==> config.mk <==
export PLATFORM = sky130hd
export DESIGN_NAME = quadrature_decoder
export DESIGN_NICKNAME = d
export VERILOG_FILES = /design/src/rtl/quadrature_decoder.sv
export SDC_FILE = /design/constraint.sdc
export NUM_CORES = 1
export LEC_CHECK = 0
export ABC_AREA = 1
export BUFFER_PORTS_ARGS = -buffer_cell sky130_fd_sc_hd__buf_2
export CAP_MARGIN = 0
export CORE_AREA = 2 2 72 74
export DETAILED_ROUTE_END_ITERATION = 7
export DIE_AREA = 0 0 74 76
export PLACE_DENSITY_LB_ADDON = 0.3
export SYNTH_ARGS = -nofsm -noshare
export SYNTH_HDL_FRONTEND = slang
export SYNTH_SLANG_ARGS = --single-unit
==> constraint.sdc <==
create_clock -name CLK -period 3.15 [get_ports CLK]
set_input_delay 0.63 -clock CLK [delete_from_list [all_inputs] [get_ports CLK]]
set_output_delay 0.63 -clock CLK [all_outputs]
set_load 0.02 [all_outputs]
==> src/rtl/quadrature_decoder.sv <==
// Quadrature (A/B) encoder decoder: synchronise, deglitch and x4-count one axis into a signed
// wrapping position, with sticky illegal-transition flag and soft zero.
module quadrature_decoder #(
    parameter int unsigned QD_DATA_WIDTH = 16,
    parameter int unsigned FILTER_LEN    = 3
) (
    input  logic                     CLK,
    input  logic                     rst_n,
    input  logic                     QD_A,
    input  logic                     QD_B,
    input  logic                     ZERO,
    output logic [QD_DATA_WIDTH-1:0] COUNT,
    output logic                     DIR,
    output logic                     ERROR
);

    localparam int unsigned FiltW   = $clog2(FILTER_LEN + 1);
    localparam int unsigned InitLen = 2 + FILTER_LEN;
    localparam int unsigned InitW   = $clog2(InitLen + 1);

    localparam logic [FiltW-1:0]         FiltMax  = FiltW'(FILTER_LEN - 1);
    localparam logic [FiltW-1:0]         FiltOne  = FiltW'(1);
    localparam logic [InitW-1:0]         InitMax  = InitW'(InitLen - 1);
    localparam logic [InitW-1:0]         InitOne  = InitW'(1);
    localparam logic [QD_DATA_WIDTH-1:0] CountOne = QD_DATA_WIDTH'(1);

    typedef enum logic [0:0] {StInit, StRun} state_e;

    // Channel vectors are packed as {A, B}: bit 1 = A, bit 0 = B.
    logic [1:0]            sync1_q, sync2_q;
    logic [1:0]            filt_q, filt_d;
    logic [1:0]            prev_q, prev_d;
    logic [1:0][FiltW-1:0] fcnt_q, fcnt_d;
    state_e                state_q, state_d;
    logic [InitW-1:0]      init_cnt_q, init_cnt_d;
    logic [QD_DATA_WIDTH-1:0] count_q, count_d;
    logic                  dir_q, dir_d;
    logic                  error_q, error_d;

    always_comb begin
        state_d    = state_q;
        init_cnt_d = init_cnt_q;
        filt_d     = filt_q;
        fcnt_d     = fcnt_q;
        prev_d     = prev_q;
        count_d    = count_q;
        dir_d      = dir_q;
        error_d    = error_q;

        unique case (state_q)
            StInit: begin
                // Track the pins directly so RUN starts with no phantom step.
                filt_d = sync2_q;
                prev_d = sync2_q;
                fcnt_d = '0;
                if (init_cnt_q == InitMax) begin
                    state_d = StRun;
                end else begin
                    init_cnt_d = init_cnt_q + InitOne;
                end
            end
            StRun: begin
                prev_d = filt_q;
                for (int i = 0; i < 2; i++) begin
                    if (sync2_q[i] == filt_q[i]) begin
                        fcnt_d[i] = '0;
                    end else if (fcnt_q[i] == FiltMax) begin
                        filt_d[i] = sync2_q[i];
                        fcnt_d[i] = '0;
                    end else begin
                        fcnt_d[i] = fcnt_q[i] + FiltOne;
                    end
                end

                case ({prev_q, filt_q})
                    4'b00_10, 4'b10_11, 4'b11_01, 4'b01_00: begin
                        count_d = count_q + CountOne;
                        dir_d   = 1'b1;
                    end
                    4'b00_01, 4'b01_11, 4'b11_10, 4'b10_00: begin
                        count_d = count_q - CountOne;
                        dir_d   = 1'b0;
                    end
                    4'b00_11, 4'b11_00, 4'b10_01, 4'b01_10: begin
                        error_d = 1'b1;
                    end
                    default: ;
                endcase
            end
        endcase

        // Soft zero overrides any step or error landing on the same edge.
        if (ZERO) begin
            count_d = '0;
            error_d = 1'b0;
            dir_d   = dir_q;
        end
    end

    always_ff @(posedge CLK) begin
        if (!rst_n) begin
            sync1_q    <= '0;
            sync2_q    <= '0;
            filt_q     <= '0;
            prev_q     <= '0;
            fcnt_q     <= '0;
            state_q    <= StInit;
            init_cnt_q <= '0;
            count_q    <= '0;
            dir_q      <= 1'b0;
            error_q    <= 1'b0;
        end else begin
            sync1_q    <= {QD_A, QD_B};
            sync2_q    <= sync1_q;
            filt_q     <= filt_d;
            prev_q     <= prev_d;
            fcnt_q     <= fcnt_d;
            state_q    <= state_d;
            init_cnt_q <= init_cnt_d;
            count_q    <= count_d;
            dir_q      <= dir_d;
            error_q    <= error_d;
        end
    end

    assign COUNT = count_q;
    assign DIR   = dir_q;
    assign ERROR = error_q;

endmodule
==> results of run 1 <==
[layer usage]
metal  wire [um]  global-route usage  up-vias
li1            -                   -     1152
met1        2210               0.237      934
met2        2250               0.306       24
met3         145              0.0397        5
met4          34              0.0436        0
met5           0                   0        -
[report_power, final]
group	total [W]	internal, W	switching [W]	leakage, nW
Sequential	0.000472	0.000451	0.0000206	0.276
Clock	0.000488	0.000317	0.000171	0.0683
Combinational	0.000205	0.0000742	0.000130	1.10
[critical path, cell delays in order, from the launching register on]
cell     delay, ps
dfxtp_1        450
xnor2_1        170
nand2_1        120
inv_1          400
ha_1           370
or2_2          320
nand3_1         90
nand2_1         90
nand2_1        100
nand2_1         60
nand2_1         60
nand3_1         60
nand2_1         70
inv_1           40
[through the flow]
| stage | utilization | area, um2 | std cells |
|---|---|---|---|
| after global placement | 0.503 | 2470 | 448 |
| after detailed placement | 0.503 | 2470 | 448 |
| after floorplan | - | 2320 | 362 |
| after global routing | 0.531 | 2610 | 456 |
| final | 0.531 | 2610 | 456 |
| after CTS | 0.531 | 2610 | 456 |
[registers in the layout, summed over array words and instances (netlist names)]
| name | count |
|---|---|
| DIR | 1 |
| prev_q | 2 |
| ERROR | 1 |
| sync1_q | 2 |
| sync2_q | 2 |
| filt_q | 2 |
| state_q | 1 |
| COUNT | 16 |
| fcnt_q | 4 |
| init_cnt_q | 3 |
[cells in the final DEF, fill, tap and decap left out]
master and count:
fa_1 1, xnor2_2 1, inv_6 1, inv_2 2, dfxtp_1 34, buf_2 22, a21oi_1 26, xnor2_1 3
nand4_1 3, bufinv_16 2, a211oi_1 1, clkbuf_8 5, nand2_1 108, a21oi_2 7, ha_1 18, or2_2 2
nor3_1 3, xor2_1 5, inv_1 78, nor2_1 24, nand2_4 1, o21ai_0 8, nand3_1 26, nand2_2 3
o221ai_1 1, clkinv_4 1
[worst paths after layout]
check	endpoint	slack, ps	cells after the start	start
setup reg to reg	COUNT[13]	660	13	filt_q[1]
hold reg to reg	fcnt_q[2]	410	1	fcnt_q[2]
setup / recovery	COUNT[13]	660	13	filt_q[1]
hold / removal	fcnt_q[2]	410	1	fcnt_q[2]
[kinds of logic (layout without fill, tap and decap cells)]
kind of cell / Yosys count / after routing / share of synthesized area
adder cells (fa/ha/maj): 19 / 19 / 0.106
flip-flops: 34 / 34 / 0.293
AND/OR/NAND/NOR: 170 / 170 / 0.303
AO/OA/AOI/OAI: 43 / 43 / 0.107
buffers and inverters: 87 / 111 / 0.154
XOR/XNOR: 9 / 9 / 0.0372
[area by class of cell]
class                      count  area, um2
clock buffer                   5       68.8
clock inverter                 3       68.8
fill                         504       2310
inverter                      81        309
multi-input combinational    241       1280
sequential                    34        681
tap                           70       87.6
timing repair buffer          22        110
[synthesized netlist by cell type, types with 2 or more instances]
master and number:
xnor2_1 3, a21oi_2 7, nand3_1 26, or2_2 2, nand2_2 3, nand2_1 108, xor2_1 5, buf_2 2
a21oi_1 26, nand4_1 3, ha_1 18, inv_1 78, nor2_1 24, inv_2 2, nor3_1 3, dfxtp_1 34
o21ai_0 8
==> results_dict.tcl, run 1 <==
set metrics [dict create \
    postCtsHoldBufs 0 \
    insertion_delay_ps 280 \
    power_density_nw_per_um2 447 \
    finalClockSkew_ps 3.51 \
    max_cap_viol_count 0 \
    htree_levels 2 \
    top_level_ports 23 \
    timing_worst_slew_pin_value_ps 602 \
    cts_bufs_inserted 5 \
    synth.top_cells.by_area "dfxtp_1 (29%), nand2_1 (17%), inv_1 (13%)" \
    dp_slack_ps 677 \
    floorplan.die_area_um2 5620 \
    post-synth-top-area-fraction 0.293 \
    async_reset_ff_frac 0 \
    root_buffer_cell "clkbuf_8" \
    grt_overflow 0 \
    synth_fp_nets 386 \
    total_power_w 0.00116 \
    dieWidth_um 74 \
    count_of_final_setup_violators 0 \
    post_cts_resized 0 \
    number_of_global_route_vias_before_repair 1907 \
    post_route_cells_drive_above_1_share 0.122 \
    dp_hpwl_um 3540 \
    wl_per_cell_um 10.2 \
    crit_fanout 15 \
    worst_setup_path_start_kind "register" \
    synth_cell_type_count 27 \
    peakVddDrop_mv 0.323 \
    cts.repair_timing.setup_buffer_count 0 \
    data_required_time_of_the_worst_path_ps 3340 \
    timing.final.ws_setup_ps 660 \
    port-buffer-count 22 \
    synth_top_area_cell "dfxtp_1" \
    drv_slew 0 \
    grt_first_pass_wirelength_um 8220 \
    grt_setup_unrepaired "no" \
    track_usage 0.183 \
    floorplan.rows 26 \
    main_synth_ff_type "dfxtp_1" \
    die-height_um 76 \
    leakagePower_nw 1.45 \
    dr_total_vias 2115 \
    layout_min_cycle_time_ps 2490 \
    initial_antenna_violation_count 0 \
    count_of_antenna_violating_nets_left_after_detailed_routing 0 \
    outcome "finished, final reports clean" \
    timing.max_slew.rel_slack 0.598 \
    max_freq_mhz 402 \
    syn-cell-area_um2 2320 \
    hold_class "register to register" \
    path_class "register to register" \
    design.core.area_um2 4910 \
    timing.critical_path.to_type "register" \
    detailed_route_vias_per_instance 4.64 \
    synthesis.yosys.warnings 0 \
    antenna_cells 0 \
    synth_enable_flop_cells 0 \
    clk_sink_count 34 \
    routed_wl_um 4640 \
    clock_tree_buf_depth 2 \
    routabilityCongestion 0.852 \
    area_growth_pct 12.4 \
    hold_viol 0 \
    post_route_setup_tns_ps 0 \
    total_nets_final 409 \
    seq_area_frac_synth 0.293 \
    floorplan.initialDensity 0.472 \
    tritoncts "done" \
    critical_path_arrival_ps 2680 \
    synth.avg_cell_area_um2 6.41 \
    grt_max_degree 19 \
    first_iter_violations 74 \
    drt_drc_violations_left 0 \
    firstDrtPassIters 4 \
    synth_cells 362 \
    post-route-period-util 0.790 \
    synth_seq_cells 34 \
    final.hold.worst_slack_ps 414 \
    clock_pin_slew_on_the_worst_setup_and_hold_paths_ps 80 \
]
No activity file was read; power rests on OpenSTA's default activity.
==> inputs of run 2 (changes only) <==
==> constraint.sdc (replaced) <==
create_clock -name CLK -period 2.4 [get_ports CLK]
set_input_delay 0.48 -clock CLK [delete_from_list [all_inputs] [get_ports CLK]]
set_output_delay 0.48 -clock CLK [all_outputs]
set_load 0.02 [all_outputs]
==> run 2 against run 1 <==
  * Global-route usage grew 0.68 points
  * Critical path depth grew 4
  * Count of clock-buffer cells in the layout is the same
  * Die area is the same
  * Clock skew grew 3.8 ps
  * Non-clock buffer count grew 4
  * Utilization grew 0.46 points
  * Power grew 16%
  * Final cell count grew 0.88%
  * Sequential power grew 31%
  * Wire length grew 7.9%
  * Design area grew 0.86%
==> results_dict.tcl, run 2 (synthesis gave the netlist of run 1 again) <==
set metrics [dict create \
    timing.max_slew.rel_slack 0.571 \
    firstDrtPassIters 5 \
    r2r_end "COUNT[13]" \
    path_class "register to register" \
    tritoncts "done" \
    floorplan.initialDensity 0.472 \
    dieWidth_um 74 \
    count_of_antenna_violating_nets_left_after_detailed_routing 0 \
    crit_fanout 10 \
    reg2reg_path_depth 17 \
    postCtsHoldBufs 0 \
    critical_path_arrival_ps 2370 \
    post-route-period-util 0.905 \
    detailed_route_vias_per_instance 4.69 \
    worst_setup_path_start_kind "register" \
    count_of_final_setup_violators 0 \
    max_freq_mhz 460 \
    grt_first_pass_wirelength_um 8560 \
    timing_worst_slew_pin_value_ps 642 \
    routabilityCongestion 0.861 \
    clk_sink_count 34 \
    dr_total_vias 2156 \
    multiInputGateArea_um2 1310 \
    total_nets_final 413 \
    grt_overflow 0 \
    post_route_cells_drive_above_1_share 0.151 \
    cp-endpoint "COUNT[13]" \
    design.core.area_um2 4910 \
    timing.critical_path.to_type "register" \
    root_buffer_cell "clkbuf_8" \
    power.share.switching 0.324 \
    max_cap_viol_count 0 \
    clock_power_share 0.321 \
    number_of_global_route_vias_before_repair 2032 \
    cpLargestDelayFamily "simple AND/OR/NAND/NOR gates" \
    final_cell_mix "nand2_1 (106), inv_1 (77), dfxtp_1 (32), nand3_1 (26)" \
    power_density_nw_per_um2 515 \
    r2r-start "filt_q[0]" \
    cpPeakStageDelay_ps 380 \
    htree_levels 2 \
    clock_pin_slew_on_the_worst_setup_and_hold_paths_ps 80 \
    crit_path_cell_trace "inv_2 -> nand2_1 -> nand2_1 -> nand2_1 -> inv_2 -> buf_12 -> ha_1 -> nand2_1 -> nand2_1 -> nand2_1 -> nand2_1 -> a21oi_1 -> nand2_1 -> nand2_1 -> nand3_1 -> nand2_1 -> inv_1" \
    die-height_um 76 \
    layout.cells.most_common "nand2_1" \
    switchingPower_w 0.000439 \
    initial_antenna_violation_count 0 \
    internal_power_w 0.000915 \
    layout_min_cycle_time_ps 2170 \
    port-buffer-count 22 \
    floorplan.rows 26 \
    most_numerous_cell_on_the_critical_path "nand2_1" \
    grt_max_degree 19 \
    worst-r2r-setup-slack_ps 230 \
    n_fill_cell 509 \
    leakagePower_nw 1.44 \
    outcome "finished, final reports clean" \
    routed_wl_um 5010 \
    antenna_cells 0 \
    hold_viol 0 \
    insertion_delay_ps 290 \
    drv_slew 0 \
    largest_reg_flops 16 \
    seq_power_share 0.457 \
    placedCellCount 452 \
    final-seq-area_um2 683 \
    setup.worst_path.start "filt_q[0]" \
    wl_per_cell_um 10.9 \
    dp_hpwl_um 3710 \
    data_required_time_of_the_worst_path_ps 2590 \
    area_growth_pct 13.3 \
    power.share.combinational 0.223 \
    post_layout_nonfiller_instances 460 \
    hold_class "input port to register" \
    track_usage 0.190 \
    first_iter_violations 71 \
    peakVddDrop_mv 0.334 \
    finalClockSkew_ps 7.35 \
    clock_tree_buf_depth 2 \
    timing.critical_path.buf_inv 4 \
    cpMaxStageDelayCell "dfxtp_2" \
    cts_bufs_inserted 5 \
    final_util 0.535 \
    top_level_ports 23 \
    floorplan.die_area_um2 5620 \
    crit_cells 17 \
    drt_drc_violations_left 0 \
]
## run 2: changes by cell type in the layout (fill, tap and decap cells not counted), sizes merged
cell      before  now
buf           22   26
bufinv         2    0
clkinv         1    2
clkinvlp       0    1
## run 2: stage by stage
step	total power, W	TNS, ps	hold WS (ps)	setup WS (ps)	cell area (um2)
3_3_place_gp	0.000915	0	396	159	2510
6_report	0.00135	0	366	228	2630
3_5_place_dp	0.000925	0	402	121	2510
4_1_cts	0.00136	0	367	92.1	2600
5_1_grt	0.00143	-1.08	374	-1.08	2630
2_1_floorplan	0.000850	0	390	175	2320
## run 2: power by group through the flow
| stage | combinational, W | sequential, W | clock (W) |
|---|---|---|---|
| floorplan | 0.000225 | 0.000625 | 0 |
| global placement | 0.000286 | 0.000630 | 0 |
| detailed placement | 0.000294 | 0.000630 | 0 |
| CTS | 0.000297 | 0.000617 | 0.000444 |
| global route | 0.000344 | 0.000621 | 0.000467 |
| finish | 0.000302 | 0.000618 | 0.000434 |
## run 2: area by class of cell
cell class,count,area share
multi-input combinational,241,0.497
sequential,34,0.260
clock buffer,5,0.0262
timing repair buffer,26,0.0581
clock inverter,3,0.00809
inverter,81,0.118
tap,70,0.0333
## run 2: worst min path at each step
stage	start	end	slack, ps	cells past startpoint
after CTS	QD_B	sync1_q[0]	370	3
final	QD_B	sync1_q[0]	370	3
after detailed placement	sync1_q[0]	sync2_q[0]	400	2
after floorplan	sync1_q[0]	sync2_q[0]	390	2
after global routing	QD_B	sync1_q[0]	370	3
after global placement	sync1_q[0]	sync2_q[0]	400	2
## run 2: timing repair
item                       in CTS  in global routing
setup buffers                   0                  0
resized for setup               0                  8
setup endpoints to repair       0                  8
## run 2: worst min-delay path, cell delays in order
cell,delay (ps)
buf_2,70
nand2_1,40
inv_1,40
## run 2: layer usage
metal  vias up  wire, um  track usage
met4         0        64       0.0473
met3         7       174       0.0410
li1       1160         -            -
met1       960      2390        0.235
met5         -         0            0
met2        29      2380        0.329
